**config.mk**
```make
export PLATFORM = sky130hd
export DESIGN_NAME = shift_adr_sched
export DESIGN_NICKNAME = d
export VERILOG_FILES = /design/src/rtl/shift_adr_sched.sv
export SDC_FILE = /design/constraint.sdc
export NUM_CORES = 1
export LEC_CHECK = 0
export BUFFER_PORTS_ARGS = -buffer_cell sky130_fd_sc_hd__clkbuf_2
export CORE_MARGIN = 5
export CORE_UTILIZATION = 59
export DETAILED_ROUTE_END_ITERATION = 12
export HOLD_SLACK_MARGIN = 0.12
export PLACE_DENSITY_LB_ADDON = 0.3
export SLEW_MARGIN = 20
export SYNTH_ARGS = -nofsm -noshare
export SYNTH_HDL_FRONTEND = slang
export SYNTH_SLANG_ARGS = --single-unit
export TNS_END_PERCENT = 1
```
**constraint.sdc**
```tcl
create_clock -name clk -period 6.95 [get_ports clk]
set_input_delay 0.695 -clock clk [delete_from_list [all_inputs] [get_ports clk]]
set_output_delay 0.695 -clock clk [all_outputs]
set_load 0.02 [all_outputs]
```
**src/rtl/shift_adr_sched.sv**
```systemverilog
// Steps the 11-tap window base address across one video line and presents one window per cycle.
// Latency: line_start in cycle N -> first window (ref_addr=0) valid in cycle N+1; one window per accepted cycle.
// Backpressure: while win_valid && !win_ready, ref_addr/max/win_last/tap_cnt hold exactly.
module shift_adr_sched #(
    parameter int AW   = 10,
    parameter int TAPS = 11,
    parameter int STEP = 1
) (
    input  logic          clk,
    input  logic          rst,
    input  logic          line_start,
    input  logic [AW-1:0] line_max,
    input  logic          win_ready,
    output logic [AW-1:0] ref_addr,   // window base address ("ref" is a reserved word)
    output logic [AW-1:0] max,
    output logic          win_valid,
    output logic          win_last,
    output logic [3:0]    tap_cnt,
    output logic          busy,
    output logic          line_done,
    output logic          overrun
);

    typedef enum logic [1:0] {IDLE, RUN, DONE} state_t;

    state_t        state, state_nxt;
    logic [AW-1:0] ref_nxt, max_nxt;
    logic          ovr_nxt;
    logic [AW:0]   ref_ext, max_ext, ref_step, span;
    logic          hs;

    // Address arithmetic one bit wider than AW so ref+STEP never wraps at the top of the buffer.
    always_comb begin
        ref_ext  = {1'b0, ref_addr};
        max_ext  = {1'b0, max};
        ref_step = ref_ext + (AW+1)'(STEP);
        span     = max_ext - ref_ext + (AW+1)'(1);
    end

    // Window outputs decoded from state and the registered ref/max.
    always_comb begin
        win_valid = (state == RUN);
        busy      = (state == RUN);
        line_done = (state == DONE);
        win_last  = win_valid && (ref_step > max_ext);
        hs        = win_valid && win_ready;
        if (!win_valid)
            tap_cnt = 4'd0;
        else if (span > (AW+1)'(TAPS))
            tap_cnt = 4'(TAPS);
        else
            tap_cnt = span[3:0];
    end

    // Next-state logic: a new line_start always restarts the line, ahead of any advance or finish.
    always_comb begin
        state_nxt = state;
        ref_nxt   = ref_addr;
        max_nxt   = max;
        ovr_nxt   = overrun;
        case (state)
            IDLE, DONE: begin
                if (line_start) begin
                    state_nxt = RUN;
                    max_nxt   = line_max;
                    ref_nxt   = '0;
                end else begin
                    state_nxt = IDLE;
                end
            end
            RUN: begin
                if (line_start) begin
                    max_nxt = line_max;
                    ref_nxt = '0;
                    ovr_nxt = 1'b1;
                end else if (hs) begin
                    if (win_last)
                        state_nxt = DONE;
                    else
                        ref_nxt = ref_step[AW-1:0];
                end
            end
            default: state_nxt = IDLE;
        endcase
    end

    // State and address registers; reset aborts any line in flight without a line_done pulse.
    always_ff @(posedge clk) begin
        if (rst) begin
            state    <= IDLE;
            ref_addr <= '0;
            max      <= '0;
            overrun  <= 1'b0;
        end else begin
            state    <= state_nxt;
            ref_addr <= ref_nxt;
            max      <= max_nxt;
            overrun  <= ovr_nxt;
        end
    end

endmodule

```
==> metrics.txt <==
category of the most critical setup path reg2out; EDFF count, synth 0; power density cells 139 nW/um^2; Tmin final 4.26 ns; Nets 329; root buffer cell clkbuf_4; postcts setup bufs 0; Max IR drop VDD 0.0977 mV; Post-Layout Cell Count 327; TritonRoute pass-1 iters 5; flops & latches, synth 23; CTS Buf Count 3; sequential power share 45.8%; IO Pins 43; drc violations 0; crit end category primary output; Fin. Hold Viols 0; post-place setup slack 3.06 ns; Syn-to-layout area delta 13.3%; fin. max-slew vios 0; WL final 4.72 mm; Max FO, Critical Path 7; TritonCTS clock tree done; DIE WIDTH 67.5 microns; Mapped Area 1950 sq um; clk sinks 23; status finished clean; final setup vio count 0; Crit path top cell by count ha_1; CP cell instances ha_1 -> nand3_2 -> or4_4 -> xnor2_1 -> ha_1 -> nand4_1 -> a211oi_1 -> a2111oi_4 -> o21ai_2 -> and2_1 -> clkbuf_2; Slew HR 53.7%; first-pass GRT wire length 7.81 mm; RSZ-0062 raised after global routing no; post-synth top area share 23.6%; post-route antenna net violation count 0; Cells after Synth 243; CP Launch Type flip-flop; Clock Path Buffers 2; P_sw 109 uW; layout cells sized above 1 20.5%; worst setup margin 2.69 ns; H-Tree Depth 1; post-cts sizing count 0; largest net degree at the start of global routing 15; Post-CTS Hold Buffers 0; Slew @ Worst Pin 0.689 ns; grt ovf 0; Seq/Total Area, Yosys 23.6%; die extent in y 67.5 microns; Cell Area, Placed 2180 sq um; Avg Inst Size Synth 8.03 sq um; Cells after DPL 323; crit share post-route 61.3%; Mapped Nets 288; Synth Warn # 0; Clk pwr share 21.1%; final setup TNS 0 ns; Synth top cells by count 35 x nand2_1, 30 x ha_1, 25 x inv_1; Critical Path RT 6.25 ns; clock slew at reported path FFs 0.13 ns; Post-DP HPWL 3.83 mm; part of the power in combinational logic 33.1%; Post-synth ARST share 0%; die area 4560 sq um; Synth area leader dfxtp_1; filler instances 283; cell with the most instances after synthesis nand2_1; via count 1878; design area 2210 sq um; Initial Util 62.9%; RD Place Congestion 0.850; # diodes 0; worst skew pair latency 0.32 ns; worst min path class reg2reg; per-cell routed wire length 14.4 microns; crit path DAT 3.57 ns; initial antenna violation count 0; vias in the first global route 1809; gr usage total 22.1%; port bufs 42; Distinct cells, synth 50; Sw Ratio 35.6%; Slowest-stage cell, CP or4_4; Layout Skew 0.00241 ns; internal power 198 uW; Leak 1.07 nW; fmax 235 MHz; synth top area cells dfxtp_1 24%, ha_1 19%, nand2_1 6.7%; Core Area 3100 sq um; iteration-0 DRC count of the detailed router 94; total power 307 uW; Synth Flop Type dfxtp_1; max incr delay on CP 0.53 ns; # Max-Cap Violations 0; row cnt 20; via density per instance 5.74
[power groups by stage]
stage	clock network [mW]	registers [mW]	logic (mW)
after floorplan	0	0.147	0.0712
after global placement	0	0.143	0.0983
after detailed placement	0	0.144	0.0997
after CTS	0.0666	0.141	0.100
after global routing	0.0705	0.142	0.112
final	0.0648	0.141	0.102
[cells by family (layout without fill, tap and decap cells)]
group,after synthesis,in the layout,synth area share [%]
buffers and inverters,32,72,6.73
AND/OR/NAND/NOR,80,80,20.5
multiplexers,1,1,0.577
AO/OA/AOI/OAI,70,70,25.6
XOR/XNOR,6,6,2.69
flip-flops,23,23,23.6
adder cells (fa/ha/maj),31,31,20.3
[layer usage]
metal / global-route usage, % / routed length, microns / vias to the layer above
li1: - / - / 946
met4: 7.85 / 103 / 0
met1: 27.2 / 2040 / 848
met5: 0 / 0 / -
met3: 3.49 / 310 / 12
met2: 38.6 / 2260 / 72
[critical path: cells and delay by family, from the launching register on]
kind | cells | cell delay, ns
AO/OA/AOI/OAI | 3 | 0.85
buffers and inverters | 1 | 0.16
adder cells (fa/ha/maj) | 2 | 0.59
flip-flops | 1 | 0.47
AND/OR/NAND/NOR | 4 | 1.02
XOR/XNOR | 1 | 0.15
[final timing paths]
path                            start                        to  slack (ns)  cells after the start
max          ref_addr[1]$_SDFFE_PP0P_                  win_last        2.69                     11
min               max[1]$_SDFFE_PP0P_       max[1]$_SDFFE_PP0P_        0.48                      2
max reg2reg  ref_addr[1]$_SDFFE_PP0P_  ref_addr[0]$_SDFFE_PP0P_        3.41                     11
min reg2reg       max[1]$_SDFFE_PP0P_       max[1]$_SDFFE_PP0P_        0.48                      2
[final cells by class]
type	instances	area, sq um	area share [%]
multi-input combinational	188	1360	61.5
sequential	23	460	20.8
timing repair buffer	42	210	9.51
inverter	26	97.6	4.41
tap	44	55.1	2.49
clock buffer	3	22.5	1.02
clock inverter	1	5.00	0.226
[sequential cells by signal, indices dropped and copies added (netlist names)]
signal    flops
state         2
ref_addr     10
overrun       1
max          10
[cells in the final DEF (no fill, tap or decap), types with 2 or more instances in the layout]
cell type and instances:
a21o_1 11, or2_2 3, o21ai_0 4, nand2_1 35
nor2_1 9, o21a_1 2, o31a_1 2, nand2b_1 4
nand3_1 5, nor2b_1 4, clkbuf_4 3, a211oi_1 2
o211ai_1 6, nor3_1 4, xnor2_1 4, xor2_1 2
clkbuf_2 42, or3_1 2, dfxtp_1 23, o31ai_1 6
ha_1 30, a21oi_1 23, and2_1 3, a22o_1 2
nand4_1 3, inv_1 25
[stage by stage]
stage	hold WS (ns)	util (%)
after floorplan	0.546	-
after global placement	0.460	70.4
after detailed placement	0.470	70.4
after CTS	0.489	71.3
after global routing	0.519	71.3
final	0.484	71.3
Note: power is estimated with default switching activity, not from simulation.
